$ cat src/rtl/calc_seq_unit.sv
// Sequential arithmetic core of the 4-function calculator: single-cycle add/sub,
// five-cycle shift-add multiply and restoring divide on 5-bit unsigned operands.
module calc_seq_unit (
  input  logic       clk,
  input  logic       rst_n,
  input  logic [4:0] in0,
  input  logic [4:0] in1,
  input  logic [1:0] op,
  input  logic       start,
  output logic [4:0] result,
  output logic       busy,
  output logic       done,
  output logic       ovf
);

  typedef enum logic [1:0] {StIdle, StMul, StDiv, StDone} state_e;

  state_e     state_q, state_d;
  logic [4:0] a_q, a_d, b_q, b_d, rem_q, rem_d, result_q, result_d;
  logic [9:0] acc_q, acc_d, mcand_q, mcand_d;
  logic [2:0] cnt_q, cnt_d;
  logic       ovf_q, ovf_d;

  logic [5:0] add_sum, sub_diff, div_shift;
  logic [9:0] acc_next;
  logic       q_bit;
  logic [4:0] rem_next;

  always_comb begin
    add_sum   = {1'b0, in0} + {1'b0, in1};
    sub_diff  = {1'b0, in0} - {1'b0, in1};
    acc_next  = acc_q + (b_q[0] ? mcand_q : 10'd0);
    // Bring the next dividend bit (MSB first) into the partial remainder.
    div_shift = {rem_q, a_q[4]};
    q_bit     = (div_shift >= {1'b0, b_q});
    // When the trial subtraction succeeds the difference is below the divisor, so 5 bits suffice.
    rem_next  = q_bit ? (div_shift[4:0] - b_q) : div_shift[4:0];
  end

  always_comb begin
    state_d  = state_q;
    a_d      = a_q;
    b_d      = b_q;
    rem_d    = rem_q;
    acc_d    = acc_q;
    mcand_d  = mcand_q;
    cnt_d    = cnt_q;
    result_d = result_q;
    ovf_d    = ovf_q;
    unique case (state_q)
      StIdle: begin
        if (start) begin
          a_d = in0;
          b_d = in1;
          unique case (op)
            2'b00: begin
              result_d = add_sum[4:0];
              ovf_d    = add_sum[5];
              state_d  = StDone;
            end
            2'b01: begin
              result_d = sub_diff[4:0];
              ovf_d    = sub_diff[5];
              state_d  = StDone;
            end
            2'b10: begin
              acc_d   = 10'd0;
              mcand_d = {5'd0, in0};
              cnt_d   = 3'd0;
              state_d = StMul;
            end
            default: begin
              if (in1 == 5'd0) begin
                result_d = 5'd31;
                ovf_d    = 1'b1;
                state_d  = StDone;
              end else begin
                rem_d   = 5'd0;
                cnt_d   = 3'd0;
                state_d = StDiv;
              end
            end
          endcase
        end
      end
      StMul: begin
        acc_d   = acc_next;
        mcand_d = mcand_q << 1;
        b_d     = b_q >> 1;
        cnt_d   = cnt_q + 3'd1;
        if (cnt_q == 3'd4) begin
          result_d = acc_next[4:0];
          ovf_d    = |acc_next[9:5];
          state_d  = StDone;
        end
      end
      StDiv: begin
        rem_d = rem_next;
        a_d   = {a_q[3:0], q_bit};
        cnt_d = cnt_q + 3'd1;
        if (cnt_q == 3'd4) begin
          result_d = {a_q[3:0], q_bit};
          ovf_d    = 1'b0;
          state_d  = StDone;
        end
      end
      default: state_d = StIdle;
    endcase
  end

  always_ff @(posedge clk or negedge rst_n) begin
    if (!rst_n) begin
      state_q  <= StIdle;
      a_q      <= 5'd0;
      b_q      <= 5'd0;
      rem_q    <= 5'd0;
      acc_q    <= 10'd0;
      mcand_q  <= 10'd0;
      cnt_q    <= 3'd0;
      result_q <= 5'd0;
      ovf_q    <= 1'b0;
    end else begin
      state_q  <= state_d;
      a_q      <= a_d;
      b_q      <= b_d;
      rem_q    <= rem_d;
      acc_q    <= acc_d;
      mcand_q  <= mcand_d;
      cnt_q    <= cnt_d;
      result_q <= result_d;
      ovf_q    <= ovf_d;
    end
  end

  assign result = result_q;
  assign ovf    = ovf_q;
  assign busy   = (state_q == StMul) || (state_q == StDiv);
  assign done   = (state_q == StDone);

endmodule

$ cat config.mk
export PLATFORM = sky130hd
export DESIGN_NAME = calc_seq_unit
export DESIGN_NICKNAME = d
export VERILOG_FILES = /design/src/rtl/calc_seq_unit.sv
export SDC_FILE = /design/constraint.sdc
export NUM_CORES = 1
export LEC_CHECK = 0
export BUFFER_PORTS_ARGS = -buffer_cell sky130_fd_sc_hd__buf_2
export CAP_MARGIN = 20
export CORE_MARGIN = 3
export CORE_UTILIZATION = 40
export DETAILED_ROUTE_END_ITERATION = 7
export SYNTH_ARGS = -nofsm -noshare
export SYNTH_HDL_FRONTEND = slang
export SYNTH_SLANG_ARGS = --single-unit
export TNS_END_PERCENT = 30
$ cat constraint.sdc
create_clock -name clk -period 4.28 [get_ports clk]
set_input_delay 0 -clock clk [delete_from_list [all_inputs] [get_ports clk]]
set_output_delay 0 -clock clk [all_outputs]
set_load 0.01 [all_outputs]
Word-level counts from Yosys, hierarchy flattened. Cells that the tools add are included.

Add/sub/neg operators: 5. $mul: 0. Div/mod/pow operators: 0. Magnitude comparators: 1. Equal/unequal tests: 17. Shifts and indexed selects: 0. Multiplexer cells: 37. Bitwise operators: 0. Reduce and logical (&&, ||, !) cells: 19.

Operators by type and width (number): 10-bit two-way mux (5); 5-bit two-way mux (10); 10-bit one-hot mux with 2 select lines (2); 5-bit one-hot mux with 2 select lines (3); 5-bit one-hot mux with 3 select lines (2); 2-bit != test, second input constant (7); 3-bit one-hot mux with 2 select lines (2); 10-bit adder (1); 2-bit one-hot mux with 2 select lines (2); 4-bit AND reduction (2); 5-bit by 5-bit adder with 6-bit output (1); 2-bit equality test, second input constant (3); 6-bit by 5-bit >= comparator with 1-bit output (1); 3-bit two-way mux (2); 1-bit one-hot mux with 3 select lines (2); 2-bit AND reduction (3); 6-bit AND reduction (1); 2-bit nonzero test (3); 5-bit by 5-bit subtractor with 6-bit output (1); 5-bit zero test (1); 1-bit two-way mux (5); 5-bit OR reduction (1); 5-bit subtractor (1); 2-bit by 1-bit equality test with 1-bit output, second input constant (2); other kinds (12) (16).

Register bits: 46. Bits in latches: 0. RAM bits: 0. Memory bits (read-only): 0. Input bits: 15. Output and inout bits: 8. Logic and storage cells: 88. Memories kept: 0.

Logic depth before layout (Yosys ltp). Gate-level depths: netlist of run 1.

Depth after elaboration: 5. Depth in mapped cells: 11. Depth with buffers taken out: 10.

Worst setup path before layout of run 1. No wires, ideal clock.

Kind: reg2reg. Start: register b_q[0]. End: register ovf_q (netlist: ovf). Setup time: 142 ps. Arrival: 2191 ps. Data required time: 4138 ps. Path slack: 1948 ps. Cell stages (with the launch flop): 12. Path buffers: 1. Period minus slack after synthesis: 2332 ps. Cells stage by stage: dfrtp_1 > clkbuf_1 > and2_1 > ha_1 > inv_1 > fa_1 > nand2b_1 > a21oi_1 > o31ai_1 > a21boi_1 > nor4_1 > a41oi_1.

Longest elaborated chain between the ends: 5.

RTL lines: start, declared (line 19) `logic [4:0] a_q, a_d, b_q, b_d, rem_q, rem_d, result_q, result_d;`; start signal, assigned (line 115) `b_q <= 5'd0;`; start signal, assigned (line 125) `b_q <= b_d;`; 10-bit two-way mux (line 32) `acc_next = acc_q + (b_q[0] ? mcand_q : 10'd0);`; 10-bit adder (line 32); 5-bit OR reduction (line 93) `ovf_d = |acc_next[9:5];`; 1-bit two-way mux (line 91) `if (cnt_q == 3'd4) begin`; 1-bit one-hot mux with 3 select lines (line 50) `unique case (state_q)`; end signal, assigned (line 131) `ovf_q <= ovf_d;`; end, declared (line 22) `logic ovf_q, ovf_d;`.

Every way passes these cells. The select of a mux whose other input is x is not followed. A chain may end at the register's enable or synchronous reset.

Final worst setup path of run 1.
Start: register state_q[0]. End: register acc_q[5].

Longest elaborated chain between the ends: 3. Elaborated cells on any way between the ends: 7. Classes of those cells: eq/ne (3); mux (1); reduce/logical (3).

RTL lines: start, declared (line 18) `state_e state_q, state_d;`; start signal, assigned (line 113) `state_q <= StIdle;`; start signal, assigned (line 123) `state_q <= state_d;`; 2-bit zero test or 2-bit by 1-bit equality test with 1-bit output (tied branches) (line 50); 2-bit by 1-bit != test with 1-bit output (no line) (tied with other cells); 3-bit AND reduction (no line); end signal, assigned (line 117) `acc_q <= 10'd0;`; end signal, assigned (line 127) `acc_q <= acc_d;`; end, declared (line 20) `logic [9:0] acc_q, acc_d, mcand_q, mcand_d;`.

Several ways; a longest one is shown, not always the timed one.

==> impl_metrics.json, run 1 <==
{
  "status": "complete, no violations",
  "syn_nets": 435,
  "yosys.cell_types.count": 54,
  "synth-simple-area-share_pct": 16.0,
  "synth_compound_area_share_pct": 23.1,
  "p_int_mw": 1.27,
  "cts_resized": 0,
  "slew_headroom_pct": 54.9,
  "finClkSkew_ps": 2.42,
  "power.switching_mw": 1.10,
  "hp-class": "input pin to flip-flop",
  "grt_max_degree": 47,
  "yosys.area_share.adder_pct": 14.1,
  "htree_levels": 2,
  "worst_ir_drop_vdd_mv": 0.445,
  "cts_setup_buffers": 0,
  "grt_pass1_wl_um": 13500,
  "yosys-mux-area-fraction_pct": 3.48,
  "cap_viol_max_count": 0,
  "setup_viol": 0,
  "routedWlPerCell_um": 15.8,
  "num_io_pins": 23,
  "fp.dieH_um": 97.0,
  "setup.worst_path.class": "flip-flop to flip-flop",
  "yosysTopAreaCell": "dfrtp_1",
  "vias": 2825,
  "clkSinkCount": 46,
  "power_leakage_nw": 1.68,
  "worst_pin_slew_ps": 677,
  "hold_buffers": 1,
  "antenna_found_initial": 0,
  "cts_buffer_depth": 2,
  "synth_edf_count": 0,
  "crit_fanout": 23,
  "cts_inserted_buffers": 5,
  "powerDensity_nw_per_um2": 653,
  "yosysSeqAreaShare_pct": 34.8,
  "cp-end-kind": "flip-flop",
  "fmax_ghz": 0.331,
  "clk_latency_ps": 300,
  "final_util_pct": 46.1,
  "dpl.hpwl_um": 6030,
  "layout-drive-gt1-share_pct": 9.63,
  "hold_viol": 0,
  "clockRootBuffer": "clkbuf_8",
  "yosysWarnings": 0,
  "synth.most_common_cell": "nand2_1",
  "slew_violations": 0,
  "required_ps": 4480,
  "clkSlewWorstSetupHoldPaths_ps": 90,
  "ys_top_cells_by_area": "dfrtp_1 (35%), ha_1 (12%), nand2_1 (6.4%), o21ai_1 (4.7%), a21oi_1 (4.2%)",
  "start_kind": "flip-flop",
  "rsz0062_at_grt": "false",
  "finalCriticalPeriod_ps": 3020,
  "synthesis.area_um2": 3310,
  "fin_hold_ws_ps": 57.6,
  "routabilityCongestion": 0.901,
  "combPwrFrac_pct": 55.8,
  "area_delta_synth_final_pct": 9.91,
  "critPathArrivalTime_ps": 3220,
  "postSynthCellCount": 385,
  "wl_um": 8010,
  "place_ws_ps": 1280,
  "seqPwrFrac_pct": 29.9,
  "die_x_um": 97.0,
  "clkPwrFrac_pct": 14.3,
  "viasPerCell": 5.57,
  "synth_top_family_by_area": "compound AO/OA/AOI/OAI gates",
  "synth_xor_area_share_pct": 2.65,
  "row_count": 32,
  "die_area_um2": 9400,
  "drtIter0Drc": 127,
  "finalCritPeriodShare_pct": 70.6,
  "antenna_cells": 0,
  "synth_ff_type": "dfrtp_1",
  "synthTopCellsByCount": "nand2_1 (56), dfrtp_1 (46), inv_1 (34)",
  "power.total_mw": 2.37,
  "initial_core_util_pct": 42.0,
  "drtPass1Iterations": 4,
  "fin_tns_setup_ps": 0,
  "port_buffers": 22,
  "synth_top_area_share_pct": 34.8,
  "swShare_pct": 46.5,
  "final_nets": 454,
  "route.detailed.drc": 0,
  "synthArstFlopShare_pct": 100,
  "grt_usage_pct": 17.3,
  "setup_ws_ps": 1260,
  "core_area_um2": 7890,
  "avgSynthCellArea_um2": 8.60,
  "cts_tree": "yes",
  "grt_pass1_vias": 2710,
  "ant_nets": 0,
  "ys_ff_latch": 46,
  "gr-total-overflow": 0
}
-- logic make-up after synthesis --
group / after synthesis
muxes: 11
AOI/OAI and AO/OA: 122
buffers and inverters: 48
xor gates and xnor gates: 10
adders and majority gates: 35
DFF: 46
and+or+nand+nor: 113
-- metal layers --
metal / GRT usage (%) / vias up / wire (µm)
met5: 0 / - / 0
met3: 2.74 / 9 / 279
li1: - / 1399 / -
met1: 24.4 / 1365 / 3930
met4: 3.56 / 0 / 78
met2: 28.0 / 52 / 3720
-- final cells by class --
cell class                 count  area (µm²)
inverter                      34         128
fill                         781        4250
sequential                    46        1150
multi-input combinational    291        1960
timing repair buffer          26         155
tap                          102         128
clock buffer                   5        68.8
clock inverter                 3        43.8
-- per-stage QoR --
step                      instance area [µm²]  cells
after floorplan                          3310    385
after CTS                                3620    506
after global placement                   3490    497
final                                    3640    507
after global routing                     3640    507
after detailed placement                 3490    497
-- state kept, by name, summed over array words and instances (netlist names) --
name and count:
a_q 5, acc_q 10, b_q 5, cnt_q 3, mcand_q 10, ovf 1, rem_q 5, result 5
state_q 2
-- cells in the final DEF, fill, tap and decap left out, types with 4 or more instances in the layout --
cell type  synthesis  final
a21oi_1           28     28
nand2_1           56     56
o22ai_1           13     13
o21ai_0            9      9
nor2_1            14     14
dfrtp_1           46     46
fa_1               4      4
o21ai_1           31     31
o31ai_1            9      9
xnor2_1            7      7
and2_1             9      9
clkbuf_8           0      5
nand2b_1           6      6
nand3_1            7      7
ha_1              31     31
inv_1             34     34
nand3b_1           5      5
nor3_1             4      4
buf_2              3     22
mux2i_1            7      7
a21o_1             4      4
-- worst max-delay path: stages (launching register included) --
cell and delay (ps):
dfrtp_1 440, inv_1 120, ha_1 600, nand2b_1 430
o21ai_1 210, nand2b_1 490, buf_4 340, nor2_1 90
a22o_1 190
-- power groups by stage --
stage | combinational [mW] | clock, mW | sequential, mW
4_1_cts | 1.33 | 0.349 | 0.714
2_1_floorplan | 1.02 | 0 | 0.693
6_report | 1.32 | 0.340 | 0.711
3_5_place_dp | 1.32 | 0 | 0.723
5_1_grt | 1.49 | 0.364 | 0.737
3_3_place_gp | 1.30 | 0 | 0.717
-- final timing paths --
| kind | start | end | slack [ps] | cells after the start |
|---|---|---|---|---|
| min in group asynchronous | rst_n | rem_q[2] | 90 | 2 |
| max in group asynchronous | rst_n | acc_q[0] | 3710 | 3 |
| min reg2reg | result[1] | result[1] | 490 | 2 |
| max | state_q[0] | acc_q[5] | 1260 | 8 |
| min | in0[2] | mcand_q[2] | 60 | 3 |
| max reg2reg | state_q[0] | acc_q[5] | 1260 | 8 |
(Power assumes the default switching activity.)
==> run 2: changes to the inputs <==
==> constraint.sdc (replaced) <==
create_clock -name clk -period 3.1 [get_ports clk]
set_input_delay 0 -clock clk [delete_from_list [all_inputs] [get_ports clk]]
set_output_delay 0 -clock clk [all_outputs]
set_load 0.01 [all_outputs]
==> impl_metrics.json, run 2 (same netlist as run 1, synthesis figures left out) <==
{
  "routedWlPerCell_um": 15.6,
  "final_nets": 458,
  "drtIter0Drc": 166,
  "wl_um": 7980,
  "post_dp_cell_area_um2": 3520,
  "fmax_ghz": 0.411,
  "power.total_mw": 3.25,
  "start_kind": "flip-flop",
  "critPathArrivalTime_ps": 2590,
  "hp-start": "in0[0]",
  "initial_core_util_pct": 42.0,
  "powerDensity_nw_per_um2": 893,
  "hp-class": "input pin to flip-flop",
  "viasPerCell": 5.49,
  "required_ps": 3250,
  "drtPass1Iterations": 5,
  "clkSlewWorstSetupHoldPaths_ps": 90,
  "place_ws_ps": 678,
  "route.detailed.drc": 0,
  "grt_max_degree": 47,
  "worst_pin_slew_ps": 606,
  "crit_fanout": 3,
  "gr-total-overflow": 0,
  "slew_headroom_pct": 59.6,
  "fp.dieH_um": 97.0,
  "fill_cells": 766,
  "port_buffers": 22,
  "antenna_found_initial": 0,
  "core_area_um2": 7890,
  "routabilityCongestion": 0.841,
  "layout_common_cells": "nand2_1 (56), dfrtp_1 (46), inv_1 (34)",
  "worst_ir_drop_vdd_mv": 0.698,
  "finClkSkew_ps": 7.62,
  "cts_buffer_depth": 2,
  "reg_top3": "acc_q x10, mcand_q x10",
  "min_path_cells": 3,
  "clk_latency_ps": 300,
  "num_io_pins": 23,
  "min_to": "mcand_q[0]",
  "area_delta_synth_final_pct": 10.0,
  "worstReg2RegStart": "mcand_q[0]",
  "clkSinkCount": 46,
  "dpl.hpwl_um": 6030,
  "power_leakage_nw": 1.69,
  "rsz0062_at_grt": "false",
  "setup_viol": 0,
  "htree_levels": 2,
  "grt_pass1_wl_um": 13300,
  "setup_ws_ps": 665,
  "cts_inserted_buffers": 5,
  "final_util_pct": 46.2,
  "cp-end-kind": "flip-flop",
  "r2r_cells": 10,
  "reg2reg_to": "ovf",
  "status": "complete, no violations",
  "die_area_um2": 9400,
  "grt_pass1_vias": 2673,
  "setup.worst_path.class": "flip-flop to flip-flop",
  "ant_nets": 0,
  "design_area_um2": 3640,
  "clockRootBuffer": "clkbuf_8",
  "cts_tree": "yes",
  "cts_setup_buffers": 0,
  "finalCriticalPeriod_ps": 2440,
  "slew_violations": 0,
  "row_count": 32,
  "reg2reg_setup_slack_ps": 660,
  "cap_viol_max_count": 0,
  "layout-drive-gt1-share_pct": 10.3,
  "die_x_um": 97.0,
  "finalCritPeriodShare_pct": 78.6,
  "hold_viol": 0,
  "final_common_cell": "nand2_1",
  "vias": 2806,
  "fin_tns_setup_ps": 0,
  "antenna_cells": 0,
  "grt_usage_pct": 17.4
}
==> run 2: cell types whose count changed in the layout (fill, tap and decap cells not counted) <==
cell / previous run / this run
buf_4: 2 / 6
bufinv_16: 1 / 0
clkbuf_1: 0 / 1
clkinv_4: 0 / 1
inv_6: 1 / 0
==> run 2: layout make-up <==
class | count | area, µm² | area share, %
clock buffer | 6 | 72.6 | 1.99
sequential | 46 | 1150 | 31.6
timing repair buffer | 30 | 185 | 5.09
clock inverter | 2 | 13.8 | 0.378
tap | 102 | 128 | 3.51
inverter | 34 | 128 | 3.51
multi-input combinational | 291 | 1960 | 53.9
==> run 2: critical path, cell delays in order (launching register included) <==
cell	delay [ps]
dfrtp_1	370
and2_1	130
ha_1	180
inv_1	60
fa_1	380
nand2b_1	190
a21oi_1	200
o31ai_1	110
a21boi_1	150
nor4_1	320
a41oi_1	180
==> run 2: repair_timing <==
action / 4_1_cts / 5_1_grt
gates resized for setup: 0 / 0
hold endpoints to repair: 46 / 0
hold buffers: 1 / 0
==> run 2: how the worst max path moves through the flow <==
stage | start | endpoint | slack (ps)
2_1_floorplan | b_q[0] | ovf | 770
3_3_place_gp | b_q[0] | ovf | 790
3_5_place_dp | mcand_q[0] | ovf | 680
4_1_cts | mcand_q[0] | ovf | 640
5_1_grt | mcand_q[0] | ovf | 440
6_report | mcand_q[0] | ovf | 660
==> run 2: where the power goes <==
part | internal (mW) | switching (mW) | leakage (nW)
Clock | 0.160 | 0.218 | 0.0452
Combinational | 0.743 | 1.16 | 1.05
Sequential | 0.809 | 0.162 | 0.586
==> run 2: per-stage QoR <==
stage	hold slack, ps	cells
after global placement	261	501
after global routing	45.4	511
after floorplan	-296	385
after detailed placement	261	501
final	56.4	511
after CTS	53.7	510
==> run 2: layer usage <==
layer  up-vias  routed length (µm)  track usage, %
met2        58                3770            27.9
met1      1327                3850            24.6
met3        10                 289            2.96
met4         0                  70            3.78
met5         -                   0               0
li1       1411                   -               -
==> run 3: changes to the inputs <==
==> constraint.sdc (replaced) <==
create_clock -name clk -period 2.1 [get_ports clk]
set_input_delay 0 -clock clk [delete_from_list [all_inputs] [get_ports clk]]
set_output_delay 0 -clock clk [all_outputs]
set_load 0.01 [all_outputs]
==> impl_metrics.json, run 3 (same netlist as run 1, synthesis figures left out) <==
{
  "status": "complete, no violations",
  "vias": 2855,
  "finalCriticalPeriod_ps": 2090,
  "area_delta_synth_final_pct": 18.0,
  "grt_usage_pct": 18.3,
  "worst_pin_slew_ps": 456,
  "row_count": 32,
  "route.detailed.drc": 0,
  "wl_um": 8470,
  "fin_tns_setup_ps": 0,
  "antenna_found_initial": 0,
  "cts_tree": "yes",
  "grt_pass1_wl_um": 14300,
  "layout_common_cells": "nand2_1 (55), dfrtp_1 (46), inv_1 (34)",
  "grt_max_degree": 40,
  "routedWlPerCell_um": 16.0,
  "die_x_um": 97.0,
  "gr-total-overflow": 0,
  "clkSlewWorstSetupHoldPaths_ps": 90,
  "multi_input_area_um2": 2090,
  "fill_cells": 757,
  "crit_fanout": 8,
  "slew_violations": 0,
  "cap_viol_max_count": 0,
  "initial_core_util_pct": 42.0,
  "clkSinkCount": 46,
  "antenna_cells": 0,
  "num_io_pins": 23,
  "post_dp_cell_area_um2": 3690,
  "fp.dieH_um": 97.0,
  "critPathArrivalTime_ps": 2260,
  "fmax_ghz": 0.480,
  "viasPerCell": 5.40,
  "clk_latency_ps": 300,
  "rsz0062_at_grt": "true",
  "setup_viol": 0,
  "drtPass1Iterations": 4,
  "clockRootBuffer": "clkbuf_8",
  "layout-drive-gt1-share_pct": 18.7,
  "final_nets": 477,
  "grt_pass1_vias": 2929,
  "start_kind": "flip-flop",
  "final_common_cell": "nand2_1",
  "finalCritPeriodShare_pct": 99.3,
  "die_area_um2": 9400,
  "design_area_um2": 3910,
  "core_area_um2": 7890,
  "ant_nets": 0,
  "worst_ir_drop_vdd_mv": 0.857,
  "routabilityCongestion": 0.898,
  "r2r_cells": 8,
  "required_ps": 2270,
  "regArea_um2": 1150,
  "power.total_mw": 5.30,
  "htree_levels": 2,
  "reg_top3": "acc_q x10, mcand_q x10",
  "hold_viol": 0,
  "powerDensity_nw_per_um2": 1360,
  "drtIter0Drc": 122,
  "cts_buffer_depth": 2,
  "finClkSkew_ps": 5.50,
  "hp-class": "input pin to flip-flop",
  "setup.worst_path.class": "flip-flop to flip-flop",
  "port_buffers": 22,
  "slew_headroom_pct": 69.6,
  "dpl.hpwl_um": 6550,
  "cts_inserted_buffers": 5,
  "min_path_cells": 3,
  "cp-end-kind": "flip-flop",
  "power_leakage_nw": 1.78
}
run 3: changes by cell type in the layout (fill, tap and decap cells not counted), moves of 3 or more:
cell,before,now
ha_1,31,26
a21oi_1,28,25
buf_4,6,25
ha_2,0,4
run 3: area by class of cell:
type                       count  area share [%]
multi-input combinational    291            53.6
sequential                    46            29.5
timing repair buffer          49            8.39
inverter                      34            3.27
tap                          102            3.27
clock buffer                   6            1.86
clock inverter                 1           0.192
run 3: through the flow:
stage / std cells / utilization (%) / hold slack [ps] / worst slack, ps
after floorplan: 385 / - / -296 / -49.9
after global placement: 519 / 46.7 / -64.9 / -69.7
after detailed placement: 519 / 46.7 / -71.7 / -76.0
after CTS: 528 / 48.3 / 62.6 / -6.76
after global routing: 529 / 49.5 / 73.5 / -113
final: 529 / 49.5 / 65.9 / 14.5
run 3: power by group:
group / switching, mW / total (mW) / leakage [nW] / internal (mW)
Clock: 0.309 / 0.538 / 0.0373 / 0.229
Combinational: 1.87 / 3.33 / 1.16 / 1.46
Sequential: 0.239 / 1.43 / 0.586 / 1.19
run 3: layer usage:
metal  part of all wire (%)  vias to the layer above  GRT usage [%]
met2                     48                       46           30.8
met3                    3.1                       14           2.88
met4                    1.7                        0           5.62
li1                       -                     1439              -
met1                     47                     1356           24.2
met5                      0                        -              0
run 3: worst max-delay path, stage by stage (launching register included):
cell      delay, ps
dfrtp_1         390
buf_4           170
and2_1          170
ha_4            240
a21o_1          200
nand3b_1        200
xor2_1          180
nor4_2          250
a41oi_2         150
run 3: path summary, 6_finish.rpt:
check	startpoint	end	slack, ps
min in group asynchronous	rst_n	mcand_q[7]	120
hold / removal	in0[0]	mcand_q[0]	70
max in group asynchronous	rst_n	result[3]	1360
setup reg to reg	b_q[0]	ovf	10
hold reg to reg	result[1]	result[1]	490
setup / recovery	b_q[0]	ovf	10
run 3: what timing repair did:
item / in CTS / in global routing
gates cloned: 0 / 0
setup buffers: 1 / 1
endpoints found under the setup margin: 5 / 12
endpoints found under the hold margin: 24 / 0
hold buffers: 1 / 0
resized for setup: 5 / 17
pin swaps: 2 / 10
